--- src/rtl/uart_tx_sched.sv ---
// Round-robin scheduler sharing one uart_tx among NUM_REQ byte sources.
// It captures the winning byte and issues the ld_tx_datareg -> byte_ready -> t_byte
// pulses. It then holds the transmitter for one frame time before it arbitrates again.
//
// state | meaning
// ------+-------------------------------------------------------------
// IDLE  | waiting for a pending request while tx_hold is low
// LOAD  | byte captured; ld_tx_datareg and req_ack pulse this cycle
// READY | byte_ready pulses this cycle
// START | t_byte pulses this cycle; frame counter gets loaded
// WAIT  | frame in flight; frame_done pulses in the last cycle
module uart_tx_sched #(
    parameter int NUM_REQ      = 4,
    parameter int FRAME_CYCLES = 10
) (
    input  logic                   clk,
    input  logic                   reset_,
    input  logic [NUM_REQ-1:0]     req_valid,
    input  logic [8*NUM_REQ-1:0]   req_data,
    input  logic                   tx_hold,
    output logic [NUM_REQ-1:0]     req_ack,
    output logic [7:0]             data_bus,
    output logic                   ld_tx_datareg,
    output logic                   byte_ready,
    output logic                   t_byte,
    output logic                   busy,
    output logic                   frame_done
);

    localparam int PTR_W = $clog2(NUM_REQ);
    localparam int CNT_W = $clog2(FRAME_CYCLES);

    typedef enum logic [2:0] {
        IDLE  = 3'd0,
        LOAD  = 3'd1,
        READY = 3'd2,
        START = 3'd3,
        WAIT  = 3'd4
    } state_t;

    state_t             state_q, state_d;
    logic [PTR_W-1:0]   rr_ptr_q, rr_ptr_d;
    logic [CNT_W-1:0]   cnt_q, cnt_d;
    logic [NUM_REQ-1:0] req_ack_q, req_ack_d;
    logic [7:0]         data_bus_q, data_bus_d;
    logic               ld_q, ld_d;
    logic               br_q, br_d;
    logic               tb_q, tb_d;
    logic               busy_q, busy_d;
    logic               fd_q, fd_d;

    logic               found;
    logic [PTR_W-1:0]   win;
    logic [7:0]         win_byte;
    logic [NUM_REQ-1:0] win_onehot;
    int                 idx;

    // Pick the first pending requester at or after rr_ptr, wrapping around.
    always_comb begin
        found      = 1'b0;
        win        = '0;
        win_byte   = 8'h00;
        win_onehot = '0;
        idx        = 0;
        for (int i = 0; i < NUM_REQ; i++) begin
            idx = int'(rr_ptr_q) + i;
            if (idx >= NUM_REQ) idx = idx - NUM_REQ;
            if (!found && req_valid[idx]) begin
                found = 1'b1;
                win   = PTR_W'(idx);
            end
        end
        for (int i = 0; i < NUM_REQ; i++) begin
            if (win == PTR_W'(i)) begin
                win_byte      = req_data[8*i +: 8];
                win_onehot[i] = 1'b1;
            end
        end
    end

    // Next-state and next-output logic; every output is registered from its _d.
    always_comb begin
        state_d    = state_q;
        rr_ptr_d   = rr_ptr_q;
        cnt_d      = cnt_q;
        req_ack_d  = '0;
        data_bus_d = data_bus_q;
        ld_d       = 1'b0;
        br_d       = 1'b0;
        tb_d       = 1'b0;
        fd_d       = 1'b0;
        case (state_q)
            IDLE: begin
                if (!tx_hold && found) begin
                    state_d    = LOAD;
                    data_bus_d = win_byte;
                    req_ack_d  = win_onehot;
                    ld_d       = 1'b1;
                    rr_ptr_d   = (win == PTR_W'(NUM_REQ - 1)) ? '0 : win + 1'b1;
                end
            end
            LOAD: begin
                state_d = READY;
                br_d    = 1'b1;
            end
            READY: begin
                state_d = START;
                tb_d    = 1'b1;
            end
            START: begin
                state_d = WAIT;
                cnt_d   = CNT_W'(FRAME_CYCLES - 1);
            end
            WAIT: begin
                if (cnt_q == '0) begin
                    state_d = IDLE;
                end else begin
                    cnt_d = cnt_q - 1'b1;
                    // frame_done is registered, so raise it on the way into the zero count.
                    fd_d  = (cnt_q == CNT_W'(1));
                end
            end
            default: state_d = IDLE;
        endcase
        busy_d = (state_d != IDLE);
    end

    // State and output registers with synchronous active-high reset.
    always_ff @(posedge clk) begin
        if (reset_) begin
            state_q    <= IDLE;
            rr_ptr_q   <= '0;
            cnt_q      <= '0;
            req_ack_q  <= '0;
            data_bus_q <= 8'h00;
            ld_q       <= 1'b0;
            br_q       <= 1'b0;
            tb_q       <= 1'b0;
            busy_q     <= 1'b0;
            fd_q       <= 1'b0;
        end else begin
            state_q    <= state_d;
            rr_ptr_q   <= rr_ptr_d;
            cnt_q      <= cnt_d;
            req_ack_q  <= req_ack_d;
            data_bus_q <= data_bus_d;
            ld_q       <= ld_d;
            br_q       <= br_d;
            tb_q       <= tb_d;
            busy_q     <= busy_d;
            fd_q       <= fd_d;
        end
    end

    assign req_ack       = req_ack_q;
    assign data_bus      = data_bus_q;
    assign ld_tx_datareg = ld_q;
    assign byte_ready    = br_q;
    assign t_byte        = tb_q;
    assign busy          = busy_q;
    assign frame_done    = fd_q;

endmodule

--- config.mk ---
export PLATFORM = sky130hd
export DESIGN_NAME = uart_tx_sched
export DESIGN_NICKNAME = d
export VERILOG_FILES = /design/src/rtl/uart_tx_sched.sv
export SDC_FILE = /design/constraint.sdc
export NUM_CORES = 1
export LEC_CHECK = 0
export BUFFER_PORTS_ARGS = -buffer_cell sky130_fd_sc_hd__clkbuf_2
export CAP_MARGIN = 0
export CORE_AREA = 2 2 70 59
export DETAILED_ROUTE_END_ITERATION = 8
export DIE_AREA = 0 0 72 61
export GPL_ROUTABILITY_DRIVEN = 1
export PLACE_DENSITY = 0.64
export SLEW_MARGIN = 30
export SYNTH_ARGS = -nofsm -noshare
export SYNTH_HDL_FRONTEND = slang
export SYNTH_SLANG_ARGS = --single-unit
--- constraint.sdc ---
create_clock -name clk -period 3.2 [get_ports clk]
set_input_delay 0.96 -clock clk [delete_from_list [all_inputs] [get_ports clk]]
set_output_delay 0.96 -clock clk [all_outputs]
set_load 0.02 [all_outputs]
==> flow_metrics.py, run 1 <==
metrics = {
    "outcome": {
        "status": "complete, no violations",
    },
    "layout": {
        "diodes": 0,
        "synthToLayoutAreaGrowth_pct": 25.09,
        "final_cell_area_sq_um": 1784,
        "layout-drive-gt1-share": 0.3692,
        "final_cell_mix": "clkbuf_2, dfxtp_1, a21oi_1",
        "final_common_cell": "clkbuf_2",
        "nets": 260,
    },
    "grt": {
        "grt_start_max_net_pins": 22,
        "grt-ovfl-total": 0,
        "antenna_found_initial": 0,
        "first_global_vias": 1071,
        "grt_pass1_wl_mm": 4.933,
        "track_usage": 0.1437,
    },
    "clock_network": {
        "root_buffer": "clkbuf_8",
        "post_cts_buffers": 0,
        "cts_buffers": 3,
        "htree_levels": 1,
        "cts_hold_buffers": 0,
        "clk_latency_ns": 0.27,
        "cts_resized": 0,
        "cts_tree": "built",
        "cts_sinks": 26,
        "cts.clk_slew.worst_paths_ns": 0.08,
        "cts.path.max_buffers": 2,
    },
    "floorplan": {
        "initial_core_util": 0.3878,
        "die_area_sq_um": 4392,
        "die_x_um": 72,
        "core.rowCount": 20,
        "die_y_um": 61,
        "io_pins": 56,
        "core_area_sq_um": 3679,
    },
    "sta": {
        "tns_ns": 0,
        "hold_viol": 0,
        "finalCritPeriodShare": 0.7864,
        "max_freq_mhz": 397.4,
        "rsz0062_at_grt": "no",
        "period_minus_slack_ns": 2.516,
        "fin_skew_ns": 0.002945,
        "worst_slew_pin_slew_ns": 0.5815,
        "slew_viol_final": 0,
        "slew_headroom": 0.6123,
        "hold_ws_ns": 0.4910,
        "setup_viol": 0,
        "setup_slack_ns": 0.6836,
    },
    "synthesis": {
        "synth_cell_types": 39,
        "synthCells": 164,
        "ys_async_sr_fraction": 0,
        "synth-edff-count": 0,
        "ys_ff_latch": 26,
        "syn-num-nets": 209,
        "syn_avg_cell_area_sq_um": 8.697,
        "syn_area_sq_um": 1426,
        "ys_seq_area_frac": 0.3649,
        "ys.flop_type": "dfxtp_1",
        "synth_warnings": 0,
    },
    "drt": {
        "drtAntennaViolNets": 0,
        "firstDrtPassIters": 4,
        "post-route-drc-count": 0,
        "via_per_inst": 5.050,
        "wire_per_inst_um": 12.07,
        "routed_wirelength_mm": 3.113,
        "num_vias": 1303,
        "drt_first_iter_violations": 45,
    },
    "critical_path": {
        "cp_max_fo": 17,
        "worst_path_max_delay_cell": "ha_1",
        "startpoint_type": "input port",
        "reg2reg_slack_ns": 0.99,
        "max_stage_delay_ns": 0.41,
        "cp.arrival_ns": 2.66,
        "ff2ff_path_depth": 9,
        "r2r_end": "data_bus[1]",
        "end_kind": "register",
        "cp_cell_sequence": "clkbuf_2 > mux2i_1 > nor2_1 > nor3_1 > inv_1 > ha_1 > a21oi_1 > o21ai_0 > a221oi_2 > nor3_1",
        "cp.required_ns": 3.34,
        "cp_common_cell": "nor3_1",
        "worstSetupPathType": "in2reg",
        "r2r-start": "rr_ptr_q[1]",
    },
    "hold_path": {
        "hp-start": "data_bus[7]",
        "whs_path_depth": 2,
        "hold_end": "data_bus[7]",
        "hold_class": "reg2reg",
    },
    "pwr": {
        "powerDensity_nw_per_um2": 595.7,
        "ir_worst_vdd_uv": 327.5,
        "p_leak_nw": 0.8083,
    },
    "placement": {
        "place_area_sq_um": 1713,
        "routabilityCongestion": 0.7234,
        "port_buffers": 55,
        "pre_cts_ws_ns": 0.3867,
        "dp_hpwl_mm": 2.396,
    },
    "flow_run": {
        "maxCapViolCount": 0,
    },
}
## cell type report
type	instances	area [sq um]
Inverter	14	52.55
Sequential cell	26	520.5
Timing Repair Buffer	59	305.3
Clock inverter	1	30.03
Tap cell	44	55.05
Multi-Input combinational cell	111	779.5
Clock buffer	3	41.29
Fill cell	376	1894
## Yosys cell counts (2+ instances only)
cell type  instances  share of area
a21oi_1           21          0.074
buf_4              2          0.011
and2_1             4          0.018
buf_6              2          0.016
buf_1              2         0.0053
nor4b_1            2          0.012
ha_1               6          0.053
nor3_1            13          0.046
inv_1             14          0.037
o21ai_0            8          0.028
a221oi_2           8          0.084
nand2_1           12          0.032
nor2_1            12          0.032
dfxtp_1           26           0.36
clkbuf_1           5          0.013
nand3b_1           3          0.016
a31oi_1            2         0.0088
## routing by layer
layer | track usage | vias up | routed length (um)
met5 | 0 | - | 0
met4 | 0.04043 | 0 | 0
met3 | 0.04153 | 0 | 144
met2 | 0.2381 | 30 | 1540
met1 | 0.1855 | 603 | 1427
li1 | - | 670 | -
## report_power, final
| group | switching, mW | internal (mW) |
|---|---|---|
| Combinational | 0.223 | 0.158 |
| Clock | 0.0986 | 0.167 |
| Sequential | 0.0432 | 0.373 |
| Total | 0.365 | 0.698 |
## worst max-delay path, delay by kind of cell
family / cells / cell delay [ns]
mux: 1 / 0.14
buf+inv: 2 / 0.23
simple gates: 3 / 0.37
compound gates: 3 / 0.56
fa+ha+maj: 1 / 0.41
## worst max path at each step
stage	start	endpoint	slack, ns	cells after the start
2_1_floorplan	req_valid[2]	data_bus[7]	0.44	9
3_3_place_gp	req_valid[0]	data_bus[3]	0.45	10
3_5_place_dp	req_valid[0]	data_bus[3]	0.39	10
4_1_cts	req_valid[0]	data_bus[3]	0.68	10
5_1_grt	req_valid[0]	data_bus[3]	0.39	10
6_report	req_valid[0]	data_bus[1]	0.68	10
## cell families (layout without fill, tap and decap cells)
family,count (synthesis),after routing,share of synthesized area
AOI/OAI and AO/OA,48,48,0.2623
xor gates and xnor gates,2,2,0.01228
adders and majority gates,6,6,0.05263
buffers and inverters,27,77,0.08859
DFF,26,26,0.3649
muxes,2,2,0.01491
and+or+nand+nor,53,53,0.2044
## per-stage QoR
stage / cells / util / total power, mW
after floorplan: 164 / - / 0.7096
after detailed placement: 254 / 0.4656 / 0.8088
after CTS: 258 / 0.4850 / 1.080
after global routing: 258 / 0.4850 / 1.139
after global placement: 254 / 0.4656 / 0.8036
final: 258 / 0.4850 / 1.063
## state kept, by name, summed over array words and instances, names as in the netlist
name and count:
busy 1, data_bus 8, t_byte 1, state_q 3, byte_ready 1, cnt_q 4, frame_done 1, req_ack 4
ld_tx_datareg 1, rr_ptr_q 2
Power figures use the tool's default switching activity.
==> run 2: changes to the inputs <==
- clock period: 3.2 -> 2.35 ns (I/O delays scaled with it)
==> run 2 against run 1 <==
Effect of this change: combinational power up 50%; register-to-register slack worse by 0.74 ns; final cell count rose by 2.7%; power is 41% higher; sequential share of layout area fell by 1.5 points; die area unchanged; core utilization increased by 2.6 points; clock power grew 35%; first-iteration DRC count up 4.4%; flip-flop and latch count did not move; critical path type unchanged.
==> flow_metrics.py, run 2 (same netlist as run 1, synthesis figures left out) <==
metrics = {
    "outcome": {
        "status": "complete, no violations",
    },
    "clock_network": {
        "cts.clk_slew.worst_paths_ns": 0.08,
        "post_cts_buffers": 0,
        "cts_tree": "built",
        "clk_latency_ns": 0.26,
        "htree_levels": 1,
        "cts_hold_buffers": 0,
        "cts_resized": 0,
        "cts_sinks": 26,
        "cts.path.max_buffers": 2,
        "root_buffer": "clkbuf_8",
        "cts_buffers": 3,
    },
    "sta": {
        "slew_viol_final": 0,
        "rsz0062_at_grt": "no",
        "slew_headroom": 0.6819,
        "setup_viol": 0,
        "period_minus_slack_ns": 2.153,
        "max_freq_mhz": 464.5,
        "worst_slew_pin_slew_ns": 0.4771,
        "fin_skew_ns": 0.001316,
        "hold_viol": 0,
        "finalCritPeriodShare": 0.9160,
        "tns_ns": 0,
    },
    "drt": {
        "drt_first_iter_violations": 47,
        "routed_wirelength_mm": 3.175,
        "num_vias": 1305,
        "wire_per_inst_um": 11.98,
        "firstDrtPassIters": 4,
        "via_per_inst": 4.925,
        "post-route-drc-count": 0,
        "drtAntennaViolNets": 0,
    },
    "grt": {
        "first_global_vias": 1123,
        "grt-ovfl-total": 0,
        "grt_pass1_wl_mm": 5.202,
        "grt_start_max_net_pins": 22,
        "track_usage": 0.1495,
        "antenna_found_initial": 0,
    },
    "floorplan": {
        "core.rowCount": 20,
        "die_y_um": 61,
        "die_area_sq_um": 4392,
        "die_x_um": 72,
        "io_pins": 56,
        "initial_core_util": 0.3878,
        "core_area_sq_um": 3679,
    },
    "placement": {
        "place_area_sq_um": 1808,
        "routabilityCongestion": 0.7648,
        "port_buffers": 55,
        "dp_cells": 261,
        "dp_hpwl_mm": 2.560,
    },
    "pwr": {
        "p_leak_nw": 0.8539,
        "ir_worst_vdd_uv": 382.8,
        "intPower_mw": 0.9946,
        "seqPwrFrac": 0.378,
        "combPwrFrac": 0.383,
        "clkPwrFrac": 0.240,
        "p_switching_mw": 0.5003,
        "switching_share": 0.3347,
        "total_power_mw": 1.495,
        "powerDensity_nw_per_um2": 795.5,
    },
    "layout": {
        "synthToLayoutAreaGrowth_pct": 31.75,
        "diodes": 0,
        "instances_no_fill": 265,
        "nets": 267,
        "utilization": 0.5109,
        "final_cell_area_sq_um": 1879,
        "final_common_cell": "clkbuf_2",
        "layout-drive-gt1-share": 0.3937,
        "final_cell_mix": "clkbuf_2, dfxtp_1, a21oi_1",
        "largest_reg_flops": 8,
    },
    "critical_path": {
        "cp.arrival_ns": 2.29,
        "end_kind": "register",
        "startpoint_type": "input port",
        "cp_max_fo": 9,
        "cp.required_ns": 2.49,
        "worstSetupPathType": "in2reg",
    },
    "flow_run": {
        "maxCapViolCount": 0,
    },
    "hold_path": {
        "hold_class": "reg2reg",
    },
}
run 2: cell types whose count changed in the layout (fill, tap and decap cells not counted):
cell / change
nor3_1: -1
buf_12: +3
buf_4: +4
nor3_2: +1
run 2: final cells by class:
type	count	area, sq um
fill	365	1799
multi-input combinational	111	784.5
sequential	26	520.5
timing repair buffer	66	395.4
tap	44	55.05
inverter	14	52.55
clock buffer	3	41.29
clock inverter	1	30.03
run 2: layer usage:
layer	GRT usage	up-vias	wire length [um]
met3	0.03654	2	114
met1	0.2180	594	1560
met2	0.2288	20	1485
met5	0	-	0
li1	-	689	-
met4	0.02426	0	15
run 2: final timing paths:
path / start / end / slack, ns / cells after the start
min: data_bus[4] / data_bus[4] / 0.49 / 2
max: req_valid[2] / data_bus[4] / 0.20 / 11
max reg2reg: rr_ptr_q[1] / data_bus[4] / 0.25 / 10
min reg2reg: data_bus[4] / data_bus[4] / 0.49 / 2
run 2: power groups by stage:
| stage | Clock [mW] | Sequential [mW] | Combinational, mW |
|---|---|---|---|
| finish | 0.358 | 0.564 | 0.572 |
| global route | 0.385 | 0.575 | 0.636 |
| CTS | 0.370 | 0.564 | 0.581 |
| detailed placement | 0 | 0.575 | 0.577 |
| global placement | 0 | 0.573 | 0.571 |
| floorplan | 0 | 0.606 | 0.365 |
run 2: per-stage QoR:
stage,hold WS [ns],setup WS [ns]
global placement,0.4786,-0.01706
global route,0.5153,0.01193
floorplan,0.4893,0.001649
detailed placement,0.4800,-0.07318
CTS,0.4975,0.1967
finish,0.4944,0.1973
run 2: worst max-delay path, stage by stage:
cell	delay (ns)
clkbuf_2	0.11
mux2i_1	0.15
nor2_1	0.07
nor3_2	0.21
inv_1	0.08
buf_4	0.13
ha_1	0.30
nand2_1	0.10
o21ai_0	0.12
a221oi_2	0.24
nor3_1	0.07
